===== config.mk =====
export PLATFORM = sky130hd
export DESIGN_NAME = data_to_axi_packer
export DESIGN_NICKNAME = d
export VERILOG_FILES = /design/src/rtl/data_to_axi_packer.sv
export SDC_FILE = /design/constraint.sdc
export NUM_CORES = 1
export LEC_CHECK = 0
export CORE_MARGIN = 4
export CORE_UTILIZATION = 50
export CTS_BUF_LIST = sky130_fd_sc_hd__clkbuf_16
export DETAILED_ROUTE_END_ITERATION = 6
export HOLD_SLACK_MARGIN = 0.1
export PLACE_DENSITY = 0.83
export SYNTH_ARGS = -nofsm -noshare
export SYNTH_HDL_FRONTEND = slang
export SYNTH_SLANG_ARGS = --single-unit

===== constraint.sdc =====
create_clock -name clk -period 5.5 [get_ports clk]
set_clock_uncertainty 0.1 [all_clocks]
set_input_delay 1.1 -clock clk [delete_from_list [all_inputs] [get_ports clk]]
set_output_delay 1.1 -clock clk [all_outputs]
set_load 0.05 [all_outputs]

===== src/rtl/data_to_axi_packer.sv =====
// data_to_axi_packer
// Packs a stream of single elements into AXI4-Stream beats of NUM_ELEMENTS lanes.
// Lanes fill from lane 0 upward. A beat is emitted when the top lane fills or
// when an element carries last. Lanes above a last element carry zero keep.
// The output beat is fully registered. Elements that do not complete a beat are
// always accepted. An element that completes a beat waits only when the output
// register is still occupied.
module data_to_axi_packer #(
   parameter type data_t       = logic [31:0],
   parameter int  AXI_WIDTH    = 512,
   parameter int  DATA_WIDTH   = $bits(data_t),
   parameter int  NUM_ELEMENTS = AXI_WIDTH / DATA_WIDTH
) (
   input  logic                   clk,
   input  logic                   rst_n,
   input  logic [DATA_WIDTH-1:0]  in_data,
   input  logic                   in_keep,
   input  logic                   in_last,
   input  logic                   in_valid,
   output logic                   in_ready,
   output logic [AXI_WIDTH-1:0]   out_tdata,
   output logic [AXI_WIDTH/8-1:0] out_tkeep,
   output logic                   out_tlast,
   output logic                   out_tvalid,
   input  logic                   out_tready
);

   localparam int CNT_W      = $clog2(NUM_ELEMENTS);
   localparam int LANE_BYTES = DATA_WIDTH / 8;
   localparam logic [CNT_W-1:0] TOP_LANE = CNT_W'(NUM_ELEMENTS - 1);

   if (AXI_WIDTH != DATA_WIDTH * NUM_ELEMENTS) begin : g_bad_axi_width
      $error("data_to_axi_packer: AXI_WIDTH must equal DATA_WIDTH * NUM_ELEMENTS");
   end
   if (DATA_WIDTH % 8 != 0) begin : g_bad_data_width
      $error("data_to_axi_packer: DATA_WIDTH must be a whole number of bytes");
   end
   if (NUM_ELEMENTS < 2) begin : g_bad_num_elements
      $error("data_to_axi_packer: NUM_ELEMENTS must be at least 2");
   end

   // Next lane to fill
   logic [CNT_W-1:0]       cnt;

   // Assembly register. The top lane is never stored here: the element that
   // lands in it always completes the beat and goes straight to the output.
   logic [DATA_WIDTH-1:0]  asm_data [NUM_ELEMENTS-1];
   logic [NUM_ELEMENTS-2:0] asm_keep;

   // Beat being assembled for the output register
   logic [AXI_WIDTH-1:0]   beat_data;
   logic [NUM_ELEMENTS-1:0] beat_lane_keep;
   logic [AXI_WIDTH/8-1:0] beat_keep;

   logic top_lane;
   logic out_free;
   logic accept;
   logic complete;

   assign top_lane = (cnt == TOP_LANE);
   assign out_free = !out_tvalid || out_tready;
   // Only an element that completes a beat needs the output slot, so only it
   // can be held off. Deliberately independent of in_valid.
   assign in_ready = out_free || (!top_lane && !in_last);
   assign accept   = in_valid && in_ready;
   assign complete = accept && (top_lane || in_last);

   // Merge stored lanes below cnt with the incoming element at lane cnt; zero above
   always_comb begin
      beat_data      = '0;
      beat_lane_keep = '0;
      for (int i = 0; i < NUM_ELEMENTS - 1; i++) begin
         if (i < int'(cnt)) begin
            beat_data[i*DATA_WIDTH +: DATA_WIDTH] = asm_data[i];
            beat_lane_keep[i]                     = asm_keep[i];
         end
      end
      for (int i = 0; i < NUM_ELEMENTS; i++) begin
         if (i == int'(cnt)) begin
            beat_data[i*DATA_WIDTH +: DATA_WIDTH] = in_data;
            beat_lane_keep[i]                     = in_keep;
         end
      end
   end

   // Widen the per-lane keep bit to every byte of that lane
   always_comb begin
      beat_keep = '0;
      for (int i = 0; i < NUM_ELEMENTS; i++) begin
         beat_keep[i*LANE_BYTES +: LANE_BYTES] = {LANE_BYTES{beat_lane_keep[i]}};
      end
   end

   // Lane counter: advance on each accept, return to lane 0 when a beat completes
   always_ff @(posedge clk) begin
      if (!rst_n) begin
         cnt <= '0;
      end else if (complete) begin
         cnt <= '0;
      end else if (accept) begin
         cnt <= cnt + CNT_W'(1);
      end
   end

   // Assembly data: capture non-completing elements into their lane (no reset needed)
   always_ff @(posedge clk) begin
      if (accept && !complete) begin
         for (int i = 0; i < NUM_ELEMENTS - 1; i++) begin
            if (cnt == CNT_W'(i)) begin
               asm_data[i] <= in_data;
            end
         end
      end
   end

   // Assembly keep bits: capture per lane, wiped when a beat completes or on reset
   always_ff @(posedge clk) begin
      if (!rst_n) begin
         asm_keep <= '0;
      end else if (complete) begin
         asm_keep <= '0;
      end else if (accept) begin
         for (int i = 0; i < NUM_ELEMENTS - 1; i++) begin
            if (cnt == CNT_W'(i)) begin
               asm_keep[i] <= in_keep;
            end
         end
      end
   end

   // Output register: load on completion (even while draining), else drop valid on handshake
   always_ff @(posedge clk) begin
      if (!rst_n) begin
         out_tdata  <= '0;
         out_tkeep  <= '0;
         out_tlast  <= 1'b0;
         out_tvalid <= 1'b0;
      end else if (complete) begin
         out_tdata  <= beat_data;
         out_tkeep  <= beat_keep;
         out_tlast  <= in_last;
         out_tvalid <= 1'b1;
      end else if (out_tready) begin
         out_tvalid <= 1'b0;
      end
   end

endmodule


* Word level (Yosys, flattened, before mapping)
Memories as Yosys holds them, arrays and structs flattened.
Cells that the tools add are included.
** Storage, ports and cells
- Register bits after elaboration :: 594
- Bits in writable memories :: 480
- Input port bits :: 38
- Output and inout port bits :: 579
- Word-level logic and storage cells :: 263
- Memories kept :: 1
** Memory list
- asm_data :: words 15, width 32, read ports 15, clocked after memory_dff 0, write ports 1, RTL line 47 : logic [DATA_WIDTH-1:0] asm_data [NUM_ELEMENTS-1];
** Operators by class
- Add/sub/neg operators :: 1
- Order comparisons :: 15
- Equal/unequal tests :: 30
- Multiplexer cells :: 151
- Bitwise gates (word level) :: 1
- Reduce and logical (&&, ||, !) cells :: 44
** Operators by type and width (count)
- 32-bit two-way mux :: 45
- 32-bit OR reduction :: 14
- 1-bit two-way mux :: 92
- 4-bit two-way mux :: 14
- 4-bit equality test, first input constant :: 8
- 4-bit equality test, second input constant :: 8
- 2-bit AND reduction :: 15
- 4-bit less-than comparator, first input constant :: 7
- 3-bit by 4-bit equality test with 1-bit output, first input constant :: 4
- 4-bit by 3-bit equality test with 1-bit output, second input constant :: 4
- 3-bit by 4-bit less-than comparator with 1-bit output, first input constant :: 4
- 2-bit by 4-bit equality test with 1-bit output, first input constant :: 2
- 4-bit by 2-bit equality test with 1-bit output, second input constant :: 2
- 4-bit logical NOT :: 2
- 1-bit by 4-bit less-than comparator with 1-bit output, first input constant :: 2
- 2-bit by 4-bit less-than comparator with 1-bit output, first input constant :: 2
- 4-bit by 1-bit adder with 4-bit output, second input constant :: 1
- 1-bit by 4-bit equality test with 1-bit output, first input constant :: 1
- 4-bit by 1-bit equality test with 1-bit output, second input constant :: 1
- 1-bit logical AND :: 4
- 1-bit logical NOT :: 4
- 1-bit logical OR :: 3
- 2-bit nonzero test :: 1
- 2-bit OR reduction :: 1
- 1-bit inverter :: 1

* Logic depth before layout (Yosys ltp)
Gate-level depths: netlist of run 1.
- Depth in word-level cells :: 25
- Gate-level depth with buffers :: 8
- Mapped depth without buffers :: 6

* Worst setup path before layout of run 1
No wires, ideal clock.
- Kind :: input-to-reg
- From :: input in_last
- To :: memory asm_data[0][160] in the netlist's numbering, enable pin
- Library setup time :: 0.468 ns
- Arrival :: 4.221 ns
- Required time :: 4.932 ns
- Slack :: 0.711 ns
- Stages on the path :: 4
- Buffers on the path :: 1
- Cells stage by stage :: nand2b_1 > or2_2 > clkbuf_1 > nor3b_1
** On the way
- Word-level cells in the longest chain between the ends :: 24
- Elaborated cells between the ends (all ways) :: 80
- Those cells by class :: mux: 58; reduce/logical: 22
** RTL lines
- start: declaration :: RTL line 18 : input logic in_last,
- 1-bit logical NOT :: RTL line 64 : assign in_ready = out_free || (!top_lane && !in_last);
- 1-bit logical AND :: RTL line 64
- 1-bit logical OR :: RTL line 64
- 1-bit logical AND :: RTL line 65 : assign accept = in_valid && in_ready;
- 1-bit logical AND :: RTL line 66 : assign complete = accept && (top_lane || in_last);
- 1-bit logical NOT :: RTL line 107 : if (accept && !complete) begin
- 1-bit logical AND * :: RTL line 107
- 1-bit two-way mux :: RTL line 107
- 1-bit two-way mux (implied by the code) :: RTL line 110 : asm_data[i] <= in_data;
- 32-bit OR reduction (no source line)
- 4-bit two-way mux (no source line) or 1-bit two-way mux (tied branches) (14 in a row)
- end: declaration :: RTL line 47
Mark *: on every way between the ends. The rest lies on a longest branch, timed or not.

* Worst setup path in the final report of run 1
- From :: input in_last
- To :: output in_ready
** On the way
- Word-level cells in the longest chain between the ends :: 3
** RTL lines
- 1-bit logical NOT :: RTL line 64
- 1-bit logical AND :: RTL line 64
- 1-bit logical OR :: RTL line 64
- end: declaration :: RTL line 20 : output logic in_ready,
Every way passes these cells.

==> results of run 1 <==
-- logic make-up after synthesis --
group | count (synthesis)
XOR/XNOR | 1
AND/OR/NAND/NOR | 1081
adder cells (fa/ha/maj) | 5
AO/OA/AOI/OAI | 693
flip-flops | 1029
buffers and inverters | 386
multiplexers | 42
-- registers in the layout, summed over array words and instances (netlist names) --
register,flops
out_tdata,512
asm_data,480
cnt,4
out_tlast,1
out_tvalid,1
out_tkeep,16
asm_keep,15
-- worst max-delay path, stage by stage --
cell and delay (ns):
clkdlybuf4s50_1 0.60, a31o_2 0.36, nand2_1 0.13, clkdlybuf4s50_1 0.83
-- path summary, 6_finish.rpt --
| kind | cells after the start | startpoint | endpoint | slack, ns |
|---|---|---|---|---|
| worst min register to register | 2 | out_tdata[415]$_SDFFE_PN0P_ | out_tdata[415]$_SDFFE_PN0P_ | 0.36 |
| worst min-delay path | 2 | out_tdata[415]$_SDFFE_PN0P_ | out_tdata[415]$_SDFFE_PN0P_ | 0.36 |
| worst max register to register | 5 | cnt[1]$_SDFFE_PP0N_ | asm_data[0][100]$_DFFE_PP_ | 2.23 |
| worst max-delay path | 4 | in_last | in_ready | 1.27 |
-- metrics by stage --
| stage | hold slack (ns) | cells | total power [mW] | utilization, % | area (um2) |
|---|---|---|---|---|---|
| 2_1_floorplan | 0.338 | 3237 | 10.1 | - | 38400 |
| 3_3_place_gp | 0.339 | 4577 | 10.9 | 58.7 | 44700 |
| 3_5_place_dp | 0.349 | 4577 | 10.9 | 58.7 | 44700 |
| 4_1_cts | 0.358 | 4767 | 18.0 | 63.2 | 48100 |
| 5_1_grt | 0.381 | 4767 | 18.4 | 63.2 | 48100 |
| 6_report | 0.357 | 4768 | 17.9 | 63.2 | 48100 |
-- layout make-up --
cell class / instances / area (um2) / share of cell area (%)
multi-input cells: 1822 / 11300 / 23.4
inverters: 3 / 18.8 / 0.0390
repair buffers: 693 / 6680 / 13.9
clock buffers: 103 / 2580 / 5.36
clock inverters: 87 / 853 / 1.77
flip-flops and latches: 1029 / 25400 / 52.8
diodes: 1 / 2.50 / 0.00520
well taps: 1030 / 1290 / 2.68
-- power groups by stage --
| stage | clock network (mW) | logic, mW | registers [mW] |
|---|---|---|---|
| 3_5_place_dp | 0 | 2.35 | 8.58 |
| 2_1_floorplan | 0 | 0.795 | 9.26 |
| 4_1_cts | 7.16 | 2.37 | 8.42 |
| 3_3_place_gp | 0 | 2.32 | 8.58 |
| 6_report | 7.10 | 2.38 | 8.42 |
| 5_1_grt | 7.48 | 2.48 | 8.44 |
-- cells in the final DEF (no fill, tap or decap), types with 5 or more instances in the layout --
cell | Yosys | layout
buf_12 | 0 | 8
nand3_1 | 139 | 138
clkinv_1 | 1 | 17
buf_2 | 108 | 33
clkdlybuf4s50_1 | 0 | 582
dfxtp_1 | 549 | 548
edfxtp_1 | 480 | 480
a21oi_1 | 44 | 44
mux2_2 | 33 | 33
o21ai_0 | 138 | 138
clkinv_2 | 0 | 26
buf_4 | 54 | 70
nor2b_1 | 10 | 5
clkinvlp_4 | 0 | 7
a221oi_1 | 330 | 330
bufinv_16 | 0 | 14
inv_1 | 2 | 17
nand2_1 | 224 | 224
nor2_1 | 480 | 472
nor2_2 | 0 | 5
and2_1 | 12 | 11
clkbuf_16 | 0 | 103
mux2i_1 | 9 | 9
a22o_1 | 33 | 33
a311oi_2 | 100 | 100
a311oi_1 | 32 | 32
nor3_1 | 201 | 198
-- routing by layer --
| layer | vias up | GRT usage, % |
|---|---|---|
| met2 | 1954 | 45.9 |
| met1 | 14800 | 40.4 |
| met5 | - | 0 |
| li1 | 12900 | - |
| met4 | 0 | 14.4 |
| met3 | 323 | 6.71 |
==> out/qor.csv, run 1 <==
metric,value,unit
status,completed,
seqPwrFrac,47.0,%
hold_path.class,reg2reg,
p_comb_share,13.3,%
fillers,5591,
syn_avg_cell_area,11.9,um2
cts_setup_buffers,0,
die_area,81300,um2
synth.most_common_cell,dfxtp_1,
ys_types,47,
drtAntennaViolNets,0,
drv_slew,0,
seq_area_frac_synth,66.1,%
nets,3692,
cts_sinks,1029,
antenna_found_initial,3,
core,76100,um2
end_kind,output port,
synthCells,3237,
power_frac_clock,39.6,%
ys.flop_type,dfxtp_1,
critPathLaunchType,input pin,
synthArstFlopShare,0,%
synthXorXnorAreaFrac,0.0228,%
synth_top_area_cell,edfxtp_1,
tightest_slew,1.30,ns
drt_iter0_drc,3912,
synth_top_family_by_area,compound AO/OA/AOI/OAI gates,
drt_pass1_iterations,5,
rsz0062_at_grt,no,
switching_power,4.89,mW
synth_top_area_share,37.5,%
overflow,0,
ys_top_cells_by_count,"dfxtp_1, edfxtp_1, nor2_1, a221oi_1, nand2_1",
hpwl,71900,um
grt_use_total,29.9,%
max_cap_viol_count,0,
ios,617,
post-route-drc-count,0,
netlist_area,38400,um2
cts_tree,built,
h-tree-depth,3,
power_density,372,nW/um2
wire_per_inst,26.5,um
grt_start_max_net_pins,178,
power.leakage,16.1,nW
period_minus_slack,4.23,ns
synth_edf_count,480,
slew-limit-headroom,13.3,%
vias,29900,
setup_viol,0,
tns,0,ns
hold_violations,0,
die_h,285,um
drt-met1-wl,48800,um
drive_gt1_share,11.7,%
worst_skew_pair.late_latency,0.65,ns
numPortBuffers,616,
synth-adder-area-share,0.163,%
grt_pass1_vias,28900,
crit_required,4.30,ns
via_per_inst,6.28,
power_switching_share,27.3,%
place_congestion,0.815,
top_layer,met4,
post_cts_resized,0,
critPathKind,in2out,
area_growth,25.2,%
synth-compound-area-share,15.6,%
fmax,237,MHz
period_share,76.9,%
met3_length,13700,um
die_x,285,um
clockBufferDepth,3,
hold_buffers,0,
ir_drop,0.323,mV
yosysWarnings,0,
yosys.area_share.simple,12.0,%
crit_fanout,7,
drt_wl_total,126000,um
cts_buffers,100,
syn_nets,3280,
muxShareOfSynthArea,1.20,%
synth_area_leaders,"edfxtp_1, dfxtp_1, a221oi_1, nor2_1, a311oi_2",
pre_cts_ws,1.30,ns
fin_ws,1.27,ns
clk_pin_slew,0.06,ns
p_int,13.0,mW
cp_data_arrival_time,3.03,ns
initial_core_util,50.5,%
yosys_register_bits,1029,
rows,101,
grt_pass1_wl,187000,um
cts-root-buf,clkbuf_16,
dr_wl_met2,57500,um
No activity file was read; power rests on OpenSTA's default activity.
==> inputs of run 2 (changes only) <==
==> constraint.sdc (replaced) <==
create_clock -name clk -period 4.14 [get_ports clk]
set_clock_uncertainty 0.1 [all_clocks]
set_input_delay 0.828 -clock clk [delete_from_list [all_inputs] [get_ports clk]]
set_output_delay 0.828 -clock clk [all_outputs]
set_load 0.05 [all_outputs]
==> run 2 against run 1 <==
  * Sequential share of layout area fell by 0.14 points
  * Power increased by 32%
  * Combinational power is 34% higher
  * Wire length is 0.54% higher
  * Cell area increased by 0.27%
  * Die area unchanged
  * Critical path type is now reg2reg
==> out/qor.csv, run 2 (synthesis results as in run 1) <==
metric,value,unit
nets,3712,
seqPwrFrac,47.4,%
period_share,78.7,%
critPathLaunchType,flip-flop,
post_cts_resized,0,
largest_register_ffs,512,
worst_skew_pair.late_latency,0.66,ns
p_int,17.1,mW
grt_pass1_vias,29300,
clockBufferDepth,3,
grt_use_total,30.0,%
drt_pass1_iterations,6,
cts-root-buf,clkbuf_16,
area_growth,25.6,%
crit_required,4.62,ns
max_cap_viol_count,0,
initial_core_util,50.5,%
placedCellCount,4595,
critPathKind,reg2reg,
grt_pass1_wl,188000,um
setup_viol,0,
power_density,489,nW/um2
grt_start_max_net_pins,114,
rows,101,
overflow,0,
dpl_cell_area,44900,um2
status,completed,
fmax,307,MHz
layout_commonest_cell,clkdlybuf4s50_1,
fin_ws,0.883,ns
power_switching_share,27.6,%
antenna_found_initial,3,
stdcell_area,48200,um2
place_congestion,0.814,
switching_power,6.51,mW
hold_violations,0,
ios,617,
die_h,285,um
drt_wl_total,127000,um
core,76100,um2
post-route-util,63.4,%
whs,0.352,ns
vias,30300,
total_power,23.6,mW
die_area,81300,um2
post-route-drc-count,0,
ir_drop,0.407,mV
cp_data_arrival_time,3.74,ns
drv_slew,0,
clk_pin_slew,0.06,ns
hold_buffers,0,
via_per_inst,6.32,
hpwl,73800,um
drtAntennaViolNets,0,
hold_path.class,reg2reg,
end_kind,flip-flop,
power_frac_clock,39.1,%
regMostFlops,out_tdata,
final_cell_mix,"clkdlybuf4s50_1, dfxtp_1, edfxtp_1",
slew-limit-headroom,14.7,%
pre_cts_ws,0.741,ns
cts_buffers,102,
tns,0,ns
tightest_slew,1.28,ns
drive_gt1_share,11.6,%
numPortBuffers,616,
rsz0062_at_grt,no,
final_cells,4790,
power.leakage,16.3,nW
period_minus_slack,3.26,ns
h-tree-depth,3,
top_regs,"out_tdata: 512 flops, asm_data: 480 flops, out_tkeep: 16 flops",
crit_fanout,33,
p_comb_share,13.5,%
cts_sinks,1029,
cts_setup_buffers,0,
drt_iter0_drc,4053,
die_x,285,um
wire_per_inst,26.5,um
cts_tree,built,
run 2: changes by cell type in the layout (fill, tap and decap cells not counted), moves of 4 or more:
cell and delta:
buf_12 +9, buf_4 +10, bufinv_16 -4, clkinv_1 +13, clkinv_2 -15, clkinvlp_4 -5
inv_1 +8
run 2: worst max-delay path, cell delays in order, from the launching register on:
cell	delay, ns
dfxtp_1	0.81
nor2b_1	0.71
and2_1	1.06
a221oi_1	0.31
nor2_1	0.17
run 2: layout make-up:
class,instances,area [um2]
timing repair buffer,711,6920
sequential,1029,25400
multi-input combinational,1822,11200
clock buffer,104,2600
inverter,3,18.8
tap,1030,1290
antenna,3,7.51
fill,5553,27800
clock inverter,88,729
run 2: power by group through the flow:
stage	registers, mW	clock network [mW]	logic (mW)
floorplan	12.3	0	1.06
global placement	11.4	0	3.10
detailed placement	11.4	0	3.15
CTS	11.2	9.29	3.17
global route	11.2	9.74	3.32
finish	11.2	9.22	3.18
run 2: worst paths after layout:
kind	slack, ns	endpoint	startpoint	cells past startpoint
max	0.88	out_tdata[178]$_SDFFE_PN0P_	cnt[2]$_SDFFE_PP0N_	4
min	0.35	out_tdata[403]$_SDFFE_PN0P_	out_tdata[403]$_SDFFE_PN0P_	2
max reg2reg	0.88	out_tdata[178]$_SDFFE_PN0P_	cnt[2]$_SDFFE_PP0N_	4
min reg2reg	0.35	out_tdata[403]$_SDFFE_PN0P_	out_tdata[403]$_SDFFE_PN0P_	2
run 2: routing by layer:
metal | vias up | GRT usage (%) | wire (um) | part of all wire, %
met5 | - | 0 | 11 | 0.0087
met4 | 2 | 14.5 | 6720 | 5.3
met3 | 349 | 6.94 | 14900 | 12
met2 | 2185 | 46.4 | 57500 | 45
met1 | 14800 | 40.2 | 48000 | 38
li1 | 12900 | - | - | -
